File: src/rtl/dmem_arbiter.sv
// Data-RAM arbiter: CPU loads/stores always win, host commands queue and issue in free cycles.
// Optional starvation detector enabled by defining DMEM_ARB_STARVE_EN.
module dmem_arbiter #(
    parameter int DEPTH        = 4,
    parameter int STARVE_LIMIT = 16
) (
    input  logic       CLK,
    input  logic       RESET,
    input  logic [3:0] cpu_op,
    input  logic [7:0] cpu_addr,
    input  logic [7:0] cpu_wdata,
    input  logic       cpu_we,
    output logic [7:0] cpu_rdata,
    input  logic       host_valid,
    output logic       host_ready,
    input  logic       host_we,
    input  logic [7:0] host_addr,
    input  logic [7:0] host_wdata,
    output logic       rsp_valid,
    output logic [7:0] rsp_data,
    output logic       starve,
    output logic [7:0] mem_addr,
    output logic [7:0] mem_wdata,
    output logic       mem_we,
    input  logic [7:0] mem_rdata
);

    localparam int AW = (DEPTH > 1) ? $clog2(DEPTH) : 1;
    localparam logic [AW:0] DEPTH_C = (AW + 1)'(DEPTH);

    logic          r_q_we    [DEPTH];
    logic [7:0]    r_q_addr  [DEPTH];
    logic [7:0]    r_q_wdata [DEPTH];
    logic [AW-1:0] r_wptr;
    logic [AW-1:0] r_rptr;
    logic [AW:0]   r_count;
    logic          r_rsp_valid;
    logic [7:0]    r_rsp_data;

    logic          w_cpu_slot;
    logic          w_nonempty;
    logic          w_issue;
    logic          w_push;
    logic          w_head_we;
    logic [7:0]    w_head_addr;
    logic [7:0]    w_head_wdata;

    assign w_cpu_slot   = !RESET && (cpu_op == 4'b0010 || cpu_op == 4'b0100);
    assign w_nonempty   = (r_count != '0);
    assign w_issue      = !RESET && !w_cpu_slot && w_nonempty;
    assign host_ready   = (r_count < DEPTH_C);
    assign w_push       = host_valid && host_ready;
    assign w_head_we    = r_q_we[r_rptr];
    assign w_head_addr  = r_q_addr[r_rptr];
    assign w_head_wdata = r_q_wdata[r_rptr];

    assign cpu_rdata = mem_rdata;
    assign rsp_valid = r_rsp_valid;
    assign rsp_data  = r_rsp_data;

    // Command storage; entries need no reset since count gates their use.
    always_ff @(posedge CLK) begin
        if (!RESET && w_push) begin
            r_q_we[r_wptr]    <= host_we;
            r_q_addr[r_wptr]  <= host_addr;
            r_q_wdata[r_wptr] <= host_wdata;
        end
    end

    // Queue pointers and occupancy; reset discards anything queued.
    always_ff @(posedge CLK) begin
        if (RESET) begin
            r_wptr  <= '0;
            r_rptr  <= '0;
            r_count <= '0;
        end else begin
            if (w_push) begin
                r_wptr <= r_wptr + 1'b1;
            end
            if (w_issue) begin
                r_rptr <= r_rptr + 1'b1;
            end
            if (w_push && !w_issue) begin
                r_count <= r_count + 1'b1;
            end else if (!w_push && w_issue) begin
                r_count <= r_count - 1'b1;
            end
        end
    end

    // RAM port steering: CPU slot first, then queue head, else idle.
    always_comb begin
        mem_addr  = cpu_addr;
        mem_wdata = cpu_wdata;
        mem_we    = 1'b0;
        if (w_cpu_slot) begin
            mem_addr  = cpu_addr;
            mem_wdata = cpu_wdata;
            mem_we    = cpu_we;
        end else if (w_issue) begin
            mem_addr  = w_head_addr;
            mem_wdata = w_head_wdata;
            mem_we    = w_head_we;
        end
    end

    // Registered read response captured from the asynchronous RAM.
    always_ff @(posedge CLK) begin
        if (RESET) begin
            r_rsp_valid <= 1'b0;
            r_rsp_data  <= 8'h00;
        end else begin
            r_rsp_valid <= w_issue && !w_head_we;
            if (w_issue && !w_head_we) begin
                r_rsp_data <= mem_rdata;
            end
        end
    end

`ifdef DMEM_ARB_STARVE_EN
    localparam int WW = $clog2(STARVE_LIMIT + 1);
    localparam logic [WW-1:0] LIMIT_C = WW'(STARVE_LIMIT);

    logic [WW-1:0] r_wait;
    logic          r_starve;
    logic [WW-1:0] w_wait_nxt;

    // Wait count saturates at the limit so it can never wrap back.
    always_comb begin
        w_wait_nxt = r_wait;
        if (w_issue || !w_nonempty) begin
            w_wait_nxt = '0;
        end else if (r_wait != LIMIT_C) begin
            w_wait_nxt = r_wait + 1'b1;
        end
    end

    // Sticky flag set once the head has waited the full limit.
    always_ff @(posedge CLK) begin
        if (RESET) begin
            r_wait   <= '0;
            r_starve <= 1'b0;
        end else begin
            r_wait <= w_wait_nxt;
            if (w_wait_nxt == LIMIT_C) begin
                r_starve <= 1'b1;
            end
        end
    end

    assign starve = r_starve;
`else
    assign starve = 1'b0;
`endif

endmodule

File: config.mk
export PLATFORM = sky130hd
export DESIGN_NAME = dmem_arbiter
export DESIGN_NICKNAME = d
export VERILOG_FILES = /design/src/rtl/dmem_arbiter.sv
export SDC_FILE = /design/constraint.sdc
export NUM_CORES = 1
export LEC_CHECK = 0
export CAP_MARGIN = 20
export CORE_ASPECT_RATIO = 0.75
export CORE_MARGIN = 1.5
export CORE_UTILIZATION = 49
export DETAILED_ROUTE_END_ITERATION = 10
export PLACE_DENSITY = 0.79
export SYNTH_ARGS = -nofsm -noshare
export SYNTH_HDL_FRONTEND = slang
export SYNTH_SLANG_ARGS = --single-unit
export TNS_END_PERCENT = 10
File: constraint.sdc
create_clock -name CLK -period 2.69 [get_ports CLK]
set_input_delay 0.538 -clock CLK [delete_from_list [all_inputs] [get_ports CLK]]
set_output_delay 0.538 -clock CLK [all_outputs]
set_load 0.02 [all_outputs]
==> flow_metrics.env, run 1 <==
export IMPL_status="finished, violations left"
export IMPL_violations="setup timing"
export IMPL_synthArstFlopShare=0
export IMPL_r2r_end="r_count[2]"
export IMPL_synth_avg_cell_area_um2=17.89
export IMPL_p_per_area_nw_per_um2=787.3
export IMPL_drv_slew=0
export IMPL_swShare=0.2836
export IMPL_vias_per_cell=4.993
export IMPL_n_antenna_cell=0
export IMPL_r2r_start="r_count[2]"
export IMPL_syn_num_nets=252
export IMPL_syn2layout_area_growth_pct=37.54
export IMPL_clock_skew_final_ns=0.004671
export IMPL_rsz0062_at_grt="true"
export IMPL_dp_cells=380
export IMPL_ys_top_cells_by_area="edfxtp_1 58%, dfxtp_1 10%, mux4_2 7.7%"
export IMPL_io_buffers=83
export IMPL_grt_busiest_layer="met2"
export IMPL_synth_distinct_cells=29
export IMPL_min_path_type="reg2reg"
export IMPL_fin_util=0.7026
export IMPL_endpoint="mem_wdata[1]"
export IMPL_wirelength_mm=7.166
export IMPL_grtUsageMet1=0.2361
export IMPL_p_int_mw=2.733
export IMPL_power_frac_seq=0.426
export IMPL_clockPowerShare=0.224
export IMPL_synth_edf_count=68
export IMPL_path_class="in2out"
export IMPL_drive_gt1_frac=0.2715
export IMPL_crit_fanout=5
export IMPL_antenna_found_initial=0
export IMPL_grt_start_max_net_pins=20
export IMPL_fin_cells=400
export IMPL_drc=0
export IMPL_die_x_um=100.9
export IMPL_hp_start="r_rptr[1]"
export IMPL_die_height_um=76.44
export IMPL_core_um2=6897
export IMPL_die_area_um2=7713
export IMPL_gp_congestion=0.6987
export IMPL_start_util=0.5109
export IMPL_drv_cap=0
export IMPL_wl_per_cell_um=17.92
export IMPL_hold_viol=0
export IMPL_netlist_top_cells_count="68 x edfxtp_1, 18 x dfxtp_1, 16 x nor2_1"
export IMPL_p_comb_frac=0.350
export IMPL_placementRows=26
export IMPL_cts_max_path_buffers=2
export IMPL_grt_pass1_wl_mm=10.86
export IMPL_cts_sinks=86
export IMPL_place_ws_ns=-0.4316
export IMPL_period_share=1.016
export IMPL_cp_start_kind="input pin"
export IMPL_cts_max_level=3
export IMPL_numCtsBuffers=9
export IMPL_yosys_most_used_dff="edfxtp_1"
export IMPL_grt_ovfl_total=0
export IMPL_nNetsFinal=352
export IMPL_drt_first_iter_violations=80
export IMPL_ff2ff_setup_slack_ns=0.18
export IMPL_dr_pass1_iters=4
export IMPL_netlist_area_um2=3523
export IMPL_vias=1997
export IMPL_syn_inst=197
export IMPL_gr_usage_met3=0.06422
export IMPL_grt_usage=0.1972
export IMPL_tritoncts="yes"
export IMPL_arrival_ns=2.20
export IMPL_ant_nets=0
export IMPL_peakVddDrop_mv=0.3899
export IMPL_ios=85
export IMPL_synth_seq_cells=86
export IMPL_required_ns=2.15
export IMPL_synth_most_common_cell="edfxtp_1"
export IMPL_synth_warnings=0
export IMPL_yosys_area_top_type="edfxtp_1"
export IMPL_worst_r2r_path_depth=13
export IMPL_switching_power_mw=1.082
export IMPL_startpoint="cpu_op[3]"
export IMPL_dp_final_hpwl_mm=4.697
export IMPL_cts_root_buffer="clkbuf_8"
export IMPL_netlist_area_leader_share=0.5795
export IMPL_dpl_cell_area_um2=4559
export IMPL_period_needed_ns=2.734
export IMPL_clk_latency_ns=0.35
export IMPL_cts_clk_slew_worst_paths_ns=0.08
export IMPL_grt_pass1_vias=2079
export IMPL_grt_util_met2=0.3243
export IMPL_timing_hold_ws_ns=0.4818
export IMPL_final_area_um2=4846
export IMPL_setup_viol=6
export IMPL_postCtsHoldBufs=0
export IMPL_seq_area_frac_synth=0.6818
export IMPL_worst_slack_ns=-0.04394
export IMPL_p_leak_nw=1.738
export IMPL_max_freq_ghz=0.3658
export IMPL_cp_end_kind="output pin"
[metrics by stage]
| step | total power [mW] | setup TNS (ns) |
|---|---|---|
| final | 3.815 | -0.2277 |
| after global routing | 3.971 | -0.5977 |
| after CTS | 3.841 | -0.2367 |
| after detailed placement | 2.872 | -7.367 |
| after global placement | 2.840 | -6.503 |
| after floorplan | 2.357 | 0 |
[cell type report]
cell class | instances | area, um^2
clock buffers | 12 | 135.1
clock inverters | 4 | 47.55
fillers | 461 | 2051
inverters | 5 | 18.77
multi-input cells | 88 | 1049
flip-flops and latches | 86 | 2402
well taps | 98 | 122.6
repair buffers | 107 | 1071
[logic make-up after synthesis]
group                      synth area share
adders and majority gates           0.02344
muxes                                0.1935
AOI/OAI and AO/OA                   0.01349
other                              0.001064
buffers and inverters               0.03870
DFF                                  0.6818
and+or+nand+nor                     0.03551
xor gates and xnor gates            0.01243
[sequential cells by signal, summed over array words and instances (netlist names), named ones only]
register	flops
r_rptr	2
r_q_addr	32
rsp_valid	1
r_wptr	2
r_q_wdata	32
r_count	3
rsp_data	8
r_q_we	4
[power groups by stage]
stage                     combinational [mW]  clock [mW]  sequential (mW)
final                                   1.34       0.853             1.63
after CTS                               1.35       0.868             1.62
after global routing                    1.42       0.909             1.64
after floorplan                        0.700           0             1.66
after global placement                  1.20           0             1.64
after detailed placement                1.22           0             1.65
[layout by cell type (no fill, tap or decap), types with 6 or more instances in the layout]
master	n
edfxtp_1	68
clkdlybuf4s50_1	63
dfxtp_1	18
buf_4	18
nor2_1	15
mux4_2	12
buf_6	12
mux2i_1	10
mux2_4	9
clkbuf_8	9
buf_2	6
[critical path, stage by stage]
cell	delay, ns
clkdlybuf4s50_1	0.47
nor2_2	0.05
a211oi_4	0.29
buf_6	0.15
bufbuf_16	0.26
mux2_4	0.30
buf_6	0.13
[timing repair]
item / 4_1_cts / 5_1_grt
gates resized for setup: 98 / 7
hold endpoints to repair: 0 / 0
endpoints found under the setup margin: 18 / 18
buffers inserted: 3 / 0
pin swaps: 2 / 1
gates cloned: 2 / 0
[layer usage]
metal / vias up / wire length (um)
met2: 51 / 3618
li1: 953 / -
met3: 14 / 342
met4: 0 / 146
met1: 979 / 3059
met5: - / 0
[worst min path at each step]
| stage | end | slack [ns] | cells past startpoint |
|---|---|---|---|
| final | r_rptr[1] | 0.48 | 1 |
| after floorplan | register | 0.43 | 1 |
| after CTS | register | 0.47 | 1 |
| after detailed placement | r_rptr[1] | 0.46 | 1 |
| after global placement | register | 0.44 | 1 |
| after global routing | register | 0.50 | 1 |
(Power assumes the default switching activity.)
==> run 2: changes to the inputs <==
--- a/config.mk
+++ b/config.mk
@@ -8,9 +8,11 @@
 export CAP_MARGIN = 20
 export CORE_ASPECT_RATIO = 0.75
 export CORE_MARGIN = 1.5
-export CORE_UTILIZATION = 49
+export CORE_UTILIZATION = 44
 export DETAILED_ROUTE_END_ITERATION = 10
-export PLACE_DENSITY = 0.79
+export GPL_ROUTABILITY_DRIVEN = 0
+export GPL_TIMING_DRIVEN = 0
+export PLACE_DENSITY = 0.75
 export SYNTH_ARGS = -nofsm -noshare
 export SYNTH_HDL_FRONTEND = slang
 export SYNTH_SLANG_ARGS = --single-unit
==> constraint.sdc (replaced) <==
create_clock -name CLK -period 2.25 [get_ports CLK]
set_input_delay 0.45 -clock CLK [delete_from_list [all_inputs] [get_ports CLK]]
set_output_delay 0.45 -clock CLK [all_outputs]
set_load 0.02 [all_outputs]
==> run 2 against run 1 <==
Against the previous run:
- the flow still finishes with violations (setup timing)
- die area grew 11%
- wire length shrank 4.4%
- sequential share of layout area shrank 1.2 points
- global-route usage shrank 2.7 points
==> flow_metrics.env, run 2 (same netlist as run 1, synthesis figures left out) <==
export IMPL_status="finished, violations left"
export IMPL_violations="setup timing"
export IMPL_die_height_um=80.50
export IMPL_wirelength_mm=6.848
export IMPL_wl_per_cell_um=16.66
export IMPL_grt_ovfl_total=0
export IMPL_grt_start_max_net_pins=18
export IMPL_final_area_um2=4979
export IMPL_cts_sinks=86
export IMPL_hold_viol=0
export IMPL_grt_usage=0.1700
export IMPL_clock_skew_final_ns=0.009425
export IMPL_multiInputGateArea_um2=1055
export IMPL_required_ns=1.80
export IMPL_finalPower_mw=4.800
export IMPL_die_area_um2=8559
export IMPL_syn2layout_area_growth_pct=41.30
export IMPL_place_ws_ns=-1.128
export IMPL_critPathSlowestCell="mux4_2"
export IMPL_numCtsBuffers=9
export IMPL_fillers=561
export IMPL_cp_start_kind="register"
export IMPL_cts_max_level=3
export IMPL_drv_slew=0
export IMPL_grt_pass1_wl_mm=10.49
export IMPL_tritoncts="yes"
export IMPL_drv_cap=0
export IMPL_p_per_area_nw_per_um2=964.1
export IMPL_period_share=1.065
export IMPL_min_path_type="reg2reg"
export IMPL_period_needed_ns=2.396
export IMPL_dpl_cell_area_um2=4496
export IMPL_drive_gt1_frac=0.3333
export IMPL_path_class="reg2out"
export IMPL_fin_cells=411
export IMPL_ant_nets=0
export IMPL_clk_latency_ns=0.34
export IMPL_placementRows=28
export IMPL_ios=85
export IMPL_rsz0062_at_grt="true"
export IMPL_cts_max_path_buffers=2
export IMPL_final_common_cell="edfxtp_1"
export IMPL_antenna_found_initial=0
export IMPL_register_area_um2=2409
export IMPL_setup_viol=18
export IMPL_path_cells="buf_6, buf_12, buf_12, mux4_2, mux2_4, buf_6"
export IMPL_mostFrequentLayoutCells="68 x edfxtp_1, 61 x clkdlybuf4s50_1, 16 x buf_6, 16 x mux4_2, 15 x nor2_1"
export IMPL_dr_pass1_iters=4
export IMPL_peakVddDrop_mv=0.4641
export IMPL_vias_per_cell=4.961
export IMPL_start_util=0.4510
export IMPL_max_freq_ghz=0.4174
export IMPL_fin_setup_tns_ns=-1.734
export IMPL_cts_clk_slew_worst_paths_ns=0.08
export IMPL_vias=2039
export IMPL_p_leak_nw=1.778
export IMPL_tightest_slew_ns=0.5051
export IMPL_slew_headroom=0.6633
export IMPL_die_x_um=106.3
export IMPL_dp_cells=385
export IMPL_drc=0
export IMPL_hold_depth=1
export IMPL_drt_first_iter_violations=90
export IMPL_nNetsFinal=356
export IMPL_grt_pass1_vias=2029
export IMPL_io_buffers=83
export IMPL_cts_root_buffer="clkbuf_8"
export IMPL_core_um2=7812
export IMPL_worst_r2r_path_depth=11
export IMPL_worst_slack_ns=-0.1457
export IMPL_postCtsHoldBufs=0
export IMPL_cp_end_kind="output pin"
export IMPL_n_antenna_cell=0
export IMPL_crit_fanout=5
export IMPL_dp_final_hpwl_mm=4.237
export IMPL_cpPeakStageDelay_ns=0.52
export IMPL_arrival_ns=1.95
-- run 2: cell types whose count changed in the layout (fill, tap and decap cells not counted), sizes merged --
cell           delta
clkbuf            +5
clkdlybuf4s50     -2
clkinv            +2
buf               -1
bufbuf            -1
bufinv            +1
clkdlybuf4s15     +1
dlygate4sd2       +1
dlymetal6s2s      -1
inv               -1
-- run 2: path summary, 6_finish.rpt --
kind | slack, ns | startpoint | to
hold / removal | 0.47 | r_rptr[1] | register
setup reg to reg | -0.06 | r_count[0] | r_count[2]
setup / recovery | -0.15 | register | mem_addr[1]
hold reg to reg | 0.47 | r_rptr[1] | register
-- run 2: layout make-up --
cell class	instances	area share
timing repair buffer	94	0.1940
multi-input combinational	88	0.2119
inverter	5	0.003770
clock buffer	10	0.02563
clock inverter	6	0.01734
buffer	17	0.03720
sequential	86	0.4838
tap	105	0.02639
-- run 2: routing by layer --
layer	vias to the layer above	GRT usage	wire (um)	part of all wire
li1	946	-	-	-
met1	1018	0.2255	3012	0.44
met2	65	0.2626	3297	0.48
met3	10	0.04464	408	0.060
met4	0	0.08108	130	0.019
met5	-	0	0	0
-- run 2: power breakdown --
group          internal (mW)  switching, mW
sequential              1.87         0.0880
combinational          0.986          0.714
clock                  0.624          0.518
-- run 2: worst max-delay path, delay by kind of cell, from the launching register on --
kind / cells / cell delay [ns]
mux: 2 / 0.80
flops: 1 / 0.33
buf+inv: 4 / 0.47
-- run 2: per-stage QoR --
step | hold WS, ns | utilization
6_report | 0.4712 | 0.6373
5_1_grt | 0.5101 | 0.6373
4_1_cts | 0.4706 | 0.6361
3_5_place_dp | 0.4660 | 0.5754
3_3_place_gp | 0.4391 | 0.5754
2_1_floorplan | 0.4280 | -
-- run 2: repair_timing --
action                     CTS  global route
hold endpoints to repair     0             0
cloned                       3             0
gates resized for setup    148             3
buffers inserted             6             2
pin swaps                    2             1
setup endpoints to repair   70            34
